[src/rtl/hazard_ctrl_pkg.sv]
// Shared CPU definitions used by the pipeline hazard controller.
package hazard_ctrl_pkg;

  typedef enum logic [1:0] {
    RUN   = 2'd0,
    STALL = 2'd1,
    FLUSH = 2'd2
  } hz_state_e;

  // Register 31 is the zero register; it never carries a real dependency.
  localparam logic [4:0] XZR = 5'd31;

endpackage

[src/rtl/hazard_ctrl.sv]
// Pipeline hazard controller: load-use and flag stalls, taken-branch flushes,
// and free-running stall/flush performance counters.
module hazard_ctrl
  import hazard_ctrl_pkg::*;
(
  input  logic        clk,
  input  logic        reset,
  input  logic [4:0]  Rn_id,
  input  logic [4:0]  Rm_id,
  input  logic        use_rn_id,
  input  logic        use_rm_id,
  input  logic        cond_id,
  input  logic [4:0]  Rd_ex,
  input  logic        MemtoReg_ex,
  input  logic        RegWrite_ex,
  input  logic        update_ex,
  input  logic        br_taken_ex,
  output logic        pc_en,
  output logic        ifid_en,
  output logic        ifid_flush,
  output logic        idex_bubble,
  output logic [31:0] stall_cnt,
  output logic [31:0] flush_cnt
);

  hz_state_e   r_state;
  logic [31:0] r_stall_cnt;
  logic [31:0] r_flush_cnt;

  logic w_lu;
  logic w_fh;
  logic w_hazard_stall;
  logic w_flush_now;

  assign w_lu = MemtoReg_ex && RegWrite_ex && (Rd_ex != XZR) &&
                ((use_rn_id && (Rn_id == Rd_ex)) || (use_rm_id && (Rm_id == Rd_ex)));
  assign w_fh = cond_id && update_ex;

  // Hazards are only acted on from RUN; a branch resolving in EX overrides them.
  assign w_hazard_stall = (r_state == RUN) && !br_taken_ex && (w_lu || w_fh);
  assign w_flush_now    = br_taken_ex || (r_state == FLUSH);

  always_comb begin
    pc_en       = 1'b1;
    ifid_en     = 1'b1;
    ifid_flush  = 1'b0;
    idex_bubble = 1'b0;
    if (w_flush_now) begin
      ifid_flush  = 1'b1;
      idex_bubble = 1'b1;
    end else if (w_hazard_stall) begin
      pc_en       = 1'b0;
      ifid_en     = 1'b0;
      idex_bubble = 1'b1;
    end
  end

  always_ff @(posedge clk or negedge reset) begin
    if (!reset) begin
      r_state     <= RUN;
      r_stall_cnt <= 32'd0;
      r_flush_cnt <= 32'd0;
    end else begin
      if (w_hazard_stall)
        r_stall_cnt <= r_stall_cnt + 32'd1;
      if (w_flush_now)
        r_flush_cnt <= r_flush_cnt + 32'd1;

      // STALL and FLUSH last one cycle unless a new taken branch re-arms FLUSH.
      case (r_state)
        RUN: begin
          if (br_taken_ex)
            r_state <= FLUSH;
          else if (w_lu || w_fh)
            r_state <= STALL;
          else
            r_state <= RUN;
        end
        STALL, FLUSH: begin
          if (br_taken_ex)
            r_state <= FLUSH;
          else
            r_state <= RUN;
        end
        default: r_state <= RUN;
      endcase
    end
  end

  assign stall_cnt = r_stall_cnt;
  assign flush_cnt = r_flush_cnt;

endmodule

[config.mk]
export PLATFORM = sky130hd
export DESIGN_NAME = hazard_ctrl
export DESIGN_NICKNAME = d
export VERILOG_FILES = /design/src/rtl/hazard_ctrl_pkg.sv /design/src/rtl/hazard_ctrl.sv
export SDC_FILE = /design/constraint.sdc
export NUM_CORES = 1
export LEC_CHECK = 0
export CAP_MARGIN = 10
export CORE_MARGIN = 1
export CORE_UTILIZATION = 25
export DETAILED_ROUTE_END_ITERATION = 12
export DONT_BUFFER_PORTS = 1
export GPL_TIMING_DRIVEN = 0
export SYNTH_ARGS = -nofsm -noshare
export SYNTH_HDL_FRONTEND = slang
export SYNTH_SLANG_ARGS = --single-unit
[constraint.sdc]
create_clock -name clk -period 2.3 [get_ports clk]
set_input_delay 0.115 -clock clk [delete_from_list [all_inputs] [get_ports clk]]
set_output_delay 0.115 -clock clk [all_outputs]
set_load 0.02 [all_outputs]
==> flow_metrics.tcl, run 1 <==
set metrics [dict create \
    status "finished clean" \
    grt_pass1_vias 2249 \
    ant_nets 0 \
    ys_async_sr_fraction 1.000 \
    yosys.area_share.simple 0.2400 \
    tightestPinTransition_ps 708.0 \
    required_ps 2560 \
    hpwl_microns 5304 \
    stdcell_area_sq_um 3904 \
    p_switching_uw 919.0 \
    routed_via_density 4.573 \
    grt-ovfl-total 0 \
    power_density_nw_per_um2 879.3 \
    syn_inst 294 \
    cts_buffers 9 \
    setup_violations 0 \
    cts_tree "built" \
    slew_headroom 0.5280 \
    drive_gt1_frac 0.1438 \
    synth_xor_xnor_area_share 0.1938 \
    yosysTopAreaCell "dfrtp_1" \
    clock_latency_ps 340 \
    cp.arrival_ps 2400 \
    p_int_uw 2513 \
    yosys_warnings 0 \
    seqPwrFrac 0.449 \
    placed_cell_area_sq_um 3468 \
    ys_ff_latch 66 \
    combPwrFrac 0.078 \
    p_leak_uw 0.001759 \
    switching_share 0.2677 \
    synth_top_family_by_area "simple AND/OR/NAND/NOR gates" \
    critPathKind "register to register" \
    ys_types 35 \
    drv_cap 0 \
    synth_adder_area_share 0.01923 \
    finalNonFillerCells 485 \
    cts_root_buffer "clkbuf_16" \
    grt_max_degree 67 \
    yosysMostFrequentCell "dfrtp_1" \
    period_share 0.9292 \
    drtPass1Iterations 4 \
    ys.flop_type "dfrtp_1" \
    clkTransAtPathRegs_ps 60 \
    critPathCaptureType "register" \
    place_congestion 0.7172 \
    synth.yosys.seq_area_share 0.5077 \
    fin_skew_ps 6.060 \
    synth-edff-count 0 \
    clock-sinks 66 \
    crit_fanout 8 \
    synth_compound_gate_area_share 0.01115 \
    antenna_cells 0 \
    rows 41 \
    cts_buffer_depth 2 \
    drt_iter0_drc 110 \
    cp-start-kind "register" \
    antenna_found_initial 0 \
    cts_max_level 3 \
    synth_nets 323 \
    grt_pass1_wl_microns 11630 \
    irDropWorstVdd_v 0.0004223 \
    area_growth_pct 20.00 \
    holdCritPathClass "primary input to register" \
    post-route-drc-count 0 \
    postSynthAreaPerCell_sq_um 11.07 \
    dieArea_sq_um 13470 \
    synth_top_area_share 0.5077 \
    synthMuxAreaShare 0.006923 \
    wl_microns 7354 \
    wl_per_cell_microns 15.16 \
    placedCellCount 466 \
    fin_nets 337 \
    fmax_mhz 467.9 \
    yosys-top-cells-area "dfrtp_1 51%, xor2_1 10%, xnor2_1 9.2%, nor4_2 3.5%, nand4_1 3.3%" \
    ios 92 \
    die_w_microns 116.1 \
    drv_slew 0 \
    synthTopCellsByCount "66 x dfrtp_1, 38 x xor2_1, 34 x xnor2_1" \
    die_y_microns 116.1 \
    power_frac_clock 0.473 \
    start_util 0.2567 \
    numPortBuffers 0 \
    finalHoldViolCount 0 \
    via_count 2218 \
    grt_use_total 0.1172 \
    core_sq_um 12670 \
    synth_area_sq_um 3253 \
    fin_crit_ps 2137 \
]
## per-layer routing
layer	track usage	up-vias	routed length (microns)
li1	-	1056	-
met1	0.1375	1089	3258
met2	0.1798	64	3422
met3	0.06119	9	556
met4	0.04701	0	117
met5	0	-	0
## per-stage QoR
stage                 util  hold slack (ps)  setup slack [ps]  total power, uW  TNS, ps
floorplan                -           -180.6             274.8             1710        0
global placement    0.2737           -179.0            -167.2             1785   -609.2
detailed placement  0.2737           -179.1            -194.9             1804   -672.1
CTS                 0.3057            119.6             47.13             3490        0
global route        0.3081            122.6            -4.486             3610   -4.486
finish              0.3081            110.4             162.9             3432        0
## path summary, 6_finish.rpt
path,startpoint,to,slack [ps],depth (start not counted)
min,br_taken_ex,stall_cnt[4],110,4
max reg2reg,stall_cnt[3],stall_cnt[25],160,7
min in group asynchronous,reset,flush_cnt[25],330,2
max in group asynchronous,reset,stall_cnt[2],1660,2
min reg2reg,r_state[0],r_state[1],590,2
max,stall_cnt[3],stall_cnt[25],160,7
## cells by family (layout without fill, tap and decap cells)
family / after synthesis / in the layout
AND/OR/NAND/NOR: 128 / 128
XOR/XNOR: 72 / 72
flip-flops: 66 / 66
buffers and inverters: 16 / 35
adder cells (fa/ha/maj): 5 / 5
AO/OA/AOI/OAI: 5 / 5
multiplexers: 2 / 2
## cell type report
cell class                      instances  area (sq um)
Buffer                                  6         32.53
Clock buffer                           12         256.5
Clock inverter                          4         97.59
Fill cell                            1302          8767
Inverter                                9         33.78
Multi-Input combinational cell        212          1558
Sequential cell                        66          1655
Tap cell                              172         215.2
Timing Repair Buffer                    4         55.05
## power groups by stage
stage | Combinational, uW | Clock, uW | Sequential (uW)
after floorplan | 199 | 0 | 1510
after global placement | 228 | 0 | 1560
after detailed placement | 240 | 0 | 1560
after CTS | 273 | 1670 | 1540
after global routing | 313 | 1730 | 1560
final | 269 | 1620 | 1540
## timing repair
| action | in CTS | in global routing |
|---|---|---|
| buffers inserted | 1 | 0 |
| hold buffers | 3 | 0 |
| setup endpoints to repair | 5 | 7 |
| pin swaps | 1 | 0 |
| gates resized for setup | 0 | 10 |
| endpoints found under the hold margin | 68 | 0 |
## flip-flops by register name, summed over array words and instances, names as in the netlist
signal / flops
flush_cnt: 32
stall_cnt: 32
r_state: 2
## critical path, stage by stage, from the launching register on
cell,delay [ps]
dfrtp_1,520
and3_1,230
and3_1,220
nand3_4,150
or3_1,340
buf_2,180
nor4_2,260
xor2_1,170
## cells in the final DEF, fill, tap and decap left out, types with 2 or more instances in the layout
master and n:
dfrtp_1 63, xor2_1 38, xnor2_1 34, nand2_1 24, nand4_1 17, nand3_1 15
nor2_1 13, inv_1 9, nor3_1 9, clkbuf_16 9, nor4_2 8, nor4_1 7
and3_1 6, nor3b_1 6, ha_1 5, and4_1 4, buf_2 4, and2_1 3
bufinv_16 3, dfrtp_2 3, nand2b_1 2, or3_1 2, mux2_2 2, nor4b_1 2
buf_4 2, clkbuf_8 2, dlygate4sd3_1 2
Note: power is estimated with default switching activity, not from simulation.
==> run 2, diff against run 1 <==
--- a/config.mk
+++ b/config.mk
@@ -7,3 +7,3 @@
 export LEC_CHECK = 0
-export CAP_MARGIN = 10
+export CAP_MARGIN = 0
 export CORE_MARGIN = 1
==> constraint.sdc (replaced) <==
create_clock -name clk -period 2.3 [get_ports clk]
set_input_delay 0.345 -clock clk [delete_from_list [all_inputs] [get_ports clk]]
set_output_delay 0.345 -clock clk [all_outputs]
set_load 0.02 [all_outputs]
==> run 2 against run 1 <==
Setup slack lost 60 ps. Clock power is essentially flat. Cell count shrank 0.21%. Combinational power is essentially flat. First-iteration DRC count shrank 11%. Final area is essentially flat. Maximum frequency shrank 2.7%. Largest power group unchanged. Critical path depth is the same. Critical path type is now primary input to output pin. Highest routed layer unchanged. Utilization is essentially flat. Wire length grew 0.27%. Non-clock buffer count shrank 1. Sequential cell count is the same.
==> flow_metrics.tcl, run 2 (synthesis results as in run 1) <==
set metrics [dict create \
    status "finished clean" \
    cp.arrival_ps 1850 \
    dieArea_sq_um 13470 \
    drtPass1Iterations 4 \
    fmax_mhz 455.1 \
    drt_iter0_drc 98 \
    drive_gt1_frac 0.1506 \
    max_stage_delay_ps 430 \
    power_density_nw_per_um2 879.6 \
    critPathCaptureType "output pin" \
    die_w_microns 116.1 \
    cts_root_buffer "clkbuf_16" \
    numPortBuffers 0 \
    tightestPinTransition_ps 472.6 \
    wl_per_cell_microns 15.24 \
    post-route-drc-count 0 \
    cp-start-kind "primary input" \
    start_util 0.2567 \
    p_switching_uw 921.7 \
    crit_slowest_cell "or3_4" \
    ant_nets 0 \
    grt_pass1_wl_microns 11650 \
    power_frac_clock 0.473 \
    seqPwrFrac 0.448 \
    grt_max_degree 67 \
    multi_input_area_sq_um 1568 \
    slew_headroom 0.6841 \
    core_sq_um 12670 \
    hpwl_microns 5304 \
    antenna_found_initial 0 \
    final_common_cell "dfrtp_1" \
    seqCellArea_sq_um 1655 \
    drv_slew 0 \
    place_congestion 0.7172 \
    fill_cells 1304 \
    ios 92 \
    irDropWorstVdd_v 0.0004227 \
    holdCritPathClass "primary input to register" \
    worst_slack_ps 102.9 \
    clock_latency_ps 340 \
    grt-ovfl-total 0 \
    cts_max_level 3 \
    crit_top_cell "buf_4" \
    fin_skew_ps 5.716 \
    switching_share 0.2682 \
    finalHoldViolCount 0 \
    hold_ws_ps 175.0 \
    dpl_worst_slack_ps -413.7 \
    p_int_uw 2514 \
    grt_use_total 0.1173 \
    layout_common_cells "63 x dfrtp_1, 38 x xor2_1, 34 x xnor2_1, 24 x nand2_1, 17 x nand4_1" \
    required_ps 1960 \
    die_y_microns 116.1 \
    fin_crit_ps 2197 \
    crit_fanout 10 \
    cts_buffer_depth 2 \
    combPwrFrac 0.079 \
    fin_nets 336 \
    cts_tree "built" \
    p_leak_uw 0.001757 \
    cts_buffers 9 \
    clkTransAtPathRegs_ps 50 \
    grt_pass1_vias 2242 \
    rows 41 \
    setup_violations 0 \
    critPathKind "primary input to output pin" \
    area_growth_pct 20.08 \
    crit_chain "xnor2_1 > nand4_1 > o22ai_1 > a22oi_2 > buf_4 > or3_4 > buf_4" \
    antenna_cells 0 \
    via_count 2204 \
    period_share 0.9553 \
    clock-sinks 66 \
    drv_cap 0 \
    wl_microns 7374 \
    routed_via_density 4.554 \
    power_uw 3436 \
]
-- run 2: cell types whose count changed in the layout (fill, tap and decap cells not counted), sizes merged --
cell and change:
dlygate4sd3 -1, clkbuf -1, buf +1
-- run 2: stage by stage --
stage          utilization  cells  instance area, sq um  setup TNS (ps)
6_report            0.3083    484                  3906               0
3_3_place_gp        0.2737    466                  3468           -1546
2_1_floorplan            -    294                  3253               0
3_5_place_dp        0.2737    466                  3468           -1632
4_1_cts             0.3060    484                  3877               0
5_1_grt             0.3083    484                  3906          -4.486
-- run 2: path summary, 6_finish.rpt --
check | endpoint | startpoint | depth (start not counted) | slack (ps)
worst max-delay path | pc_en | Rd_ex[2] | 7 | 100
worst min-delay path | r_state[1] | br_taken_ex | 1 | 180
worst max register to register | stall_cnt[25] | stall_cnt[3] | 7 | 160
max in group asynchronous | stall_cnt[2] | reset | 2 | 1430
min in group asynchronous | flush_cnt[25] | reset | 2 | 560
worst min register to register | stall_cnt[13] | stall_cnt[13] | 1 | 590
-- run 2: power groups by stage --
| stage | Combinational, uW | Sequential, uW | Clock, uW |
|---|---|---|---|
| floorplan | 199 | 1510 | 0 |
| global placement | 228 | 1560 | 0 |
| detailed placement | 240 | 1560 | 0 |
| CTS | 274 | 1540 | 1670 |
| global route | 314 | 1560 | 1730 |
| finish | 270 | 1540 | 1620 |
-- run 2: final cells by class --
| type | instances | share of cell area |
|---|---|---|
| Tap cell | 172 | 0.05509 |
| Buffer | 6 | 0.008969 |
| Timing Repair Buffer | 3 | 0.01153 |
| Clock inverter | 4 | 0.02498 |
| Inverter | 9 | 0.008648 |
| Sequential cell | 66 | 0.4238 |
| Multi-Input combinational cell | 212 | 0.4013 |
| Clock buffer | 12 | 0.06566 |
-- run 2: timing repair --
item | CTS | global route
gates cloned | 0 | 0
setup endpoints to repair | 8 | 9
hold buffers | 2 | 0
hold endpoints to repair | 66 | 0
pin swaps | 1 | 0
buffers inserted | 1 | 0
gates resized for setup | 4 | 10
-- run 2: metal layers --
metal	vias to the layer above	routed length, microns	share of wire	GRT usage
met5	-	0	0	0
li1	1053	-	-	-
met2	65	3429	0.47	0.1798
met4	0	117	0.016	0.04701
met3	9	570	0.077	0.06276
met1	1077	3256	0.44	0.1369
-- run 2: worst max-delay path: cells and delay by family --
kind / cells / cell delay [ps]
buf+inv: 2 / 410
simple gates: 2 / 540
compound gates: 2 / 400
xor+xnor: 1 / 150
==> run 3, diff against run 2 <==
REMOVE_ABC_BUFFERS = 1   (was default)
==> run 3 against run 2 <==
Cell count decreased by 0.83%. Maximum frequency is 0.67% higher. First-iteration DRC count increased by 9.2%. Largest power group is now registers.
==> flow_metrics.tcl, run 3 (synthesis results as in run 1) <==
set metrics [dict create \
    drive_gt1_frac 0.1266 \
    core_sq_um 12670 \
    placedCellCount 460 \
    placed_cell_area_sq_um 3453 \
    cts_buffers 9 \
    power_density_nw_per_um2 828.1 \
    reg2regPathDepth 7 \
    multi_input_area_sq_um 1565 \
    crit_fanout 8 \
    via_count 2208 \
    rows 41 \
    start_util 0.2567 \
    p_leak_uw 0.001739 \
    antenna_found_initial 0 \
    status "finished clean" \
    slew_headroom 0.4236 \
    clkTransAtPathRegs_ps 50 \
    grt-ovfl-total 0 \
    dpl_worst_slack_ps -234.3 \
    grt_max_degree 67 \
    drtPass1Iterations 4 \
    clock_latency_ps 330 \
    grt_pass1_vias 2213 \
    fmax_mhz 458.2 \
    wl_per_cell_microns 14.46 \
    critPathKind "register to register" \
    post-route-drc-count 0 \
    cts_root_buffer "clkbuf_16" \
    fin_skew_ps 4.580 \
    finalHoldViolCount 0 \
    cp.arrival_ps 2440 \
    area_growth_pct 17.85 \
    cts_tree "built" \
    grt_use_total 0.1124 \
    numPortBuffers 0 \
    fill_cells 1306 \
    rrSetupSlack_ps 120 \
    tightestPinTransition_ps 864.5 \
    grt_pass1_wl_microns 11270 \
    seqCellArea_sq_um 1653 \
    critPathCaptureType "register" \
    worst_slack_ps 117.4 \
    cts_max_level 3 \
    irDropWorstVdd_v 0.0007061 \
    drv_slew 0 \
    r2r_end "stall_cnt[31]" \
    r2r-start "r_state[0]" \
    drv_cap 0 \
    fin_setup_tns_ps 0 \
    holdCritPathClass "primary input to register" \
    fin_crit_ps 2183 \
    dieArea_sq_um 13470 \
    fin_nets 332 \
    min_to "r_state[1]" \
    die_w_microns 116.1 \
    stdcell_area_sq_um 3834 \
    period_share 0.9490 \
    place_congestion 0.7110 \
    ant_nets 0 \
    final_common_cell "dfrtp_1" \
    grt_setup_unrepaired "yes" \
    ios 92 \
    required_ps 2560 \
    setup_violations 0 \
    antenna_cells 0 \
    die_y_microns 116.1 \
    hpwl_microns 4893 \
    cts_buffer_depth 2 \
    drt_iter0_drc 107 \
    hold_start "br_taken_ex" \
    routed_via_density 4.600 \
    power_uw 3175 \
    finalNonFillerCells 480 \
    hold-path-cell-count 1 \
    clock-sinks 66 \
    layout_common_cells "65 x dfrtp_1, 38 x xor2_1, 34 x xnor2_1, 24 x nand2_1, 17 x nand4_1" \
    crit_path_start "r_state[0]" \
    wl_microns 6939 \
    cp-start-kind "register" \
]
==> run 3: cell count changes in the layout (fill, tap and decap cells not counted), sizes merged <==
cell / previous run / this run
clkinv: 0 / 1
clkbuf: 12 / 14
bufinv: 3 / 1
buf: 8 / 4
clkinvlp: 1 / 0
==> run 3: what timing repair did <==
action / in CTS / in global routing
pin swaps: 1 / 0
resized for setup: 1 / 5
setup endpoints to repair: 6 / 11
hold buffers: 2 / 0
endpoints found under the hold margin: 66 / 0
buffers inserted: 2 / 0
==> run 3: worst max path at each step <==
stage / endpoint / cells after the start
CTS: stall_cnt[29] / 7
detailed placement: stall_cnt[28] / 7
finish: stall_cnt[31] / 7
floorplan: idex_bubble / 5
global placement: idex_bubble / 5
global route: stall_cnt[29] / 7
==> run 3: layout make-up <==
type                       instances  area share
sequential                        66      0.4311
inverter                           9    0.008812
clock inverter                     2    0.009138
clock buffer                      14     0.06886
timing repair buffer               5     0.01762
tap                              172     0.05614
multi-input combinational        212      0.4083
==> run 3: worst max-delay path: stages (launching register included) <==
cell and delay [ps]:
dfrtp_1 380, inv_1 80, ha_1 190, nor2b_1 260, nand3_2 270, or3_4 460
nor4b_2 280, xor2_1 170
==> run 3: per-stage QoR <==
stage	util	hold WS [ps]
after floorplan	-	49.41
after global placement	0.2710	50.96
after detailed placement	0.2725	50.99
after CTS	0.3007	153.1
after global routing	0.3026	148.7
final	0.3026	172.3
==> run 3: per-layer routing <==
layer,wire (microns),vias to the layer above,part of all wire,global-route usage
li1,-,1043,-,-
met1,2988,1077,0.43,0.1366
met2,3361,80,0.48,0.1698
met3,476,8,0.069,0.04184
met4,111,0,0.016,0.06667
met5,0,-,0,0
==> run 3: where the power goes <==
group / switching [uW] / internal [uW] / leakage, uW
Sequential: 272 / 1260 / 0.000879
Clock: 482 / 897 / 0.000147
Combinational: 129 / 133 / 0.000712
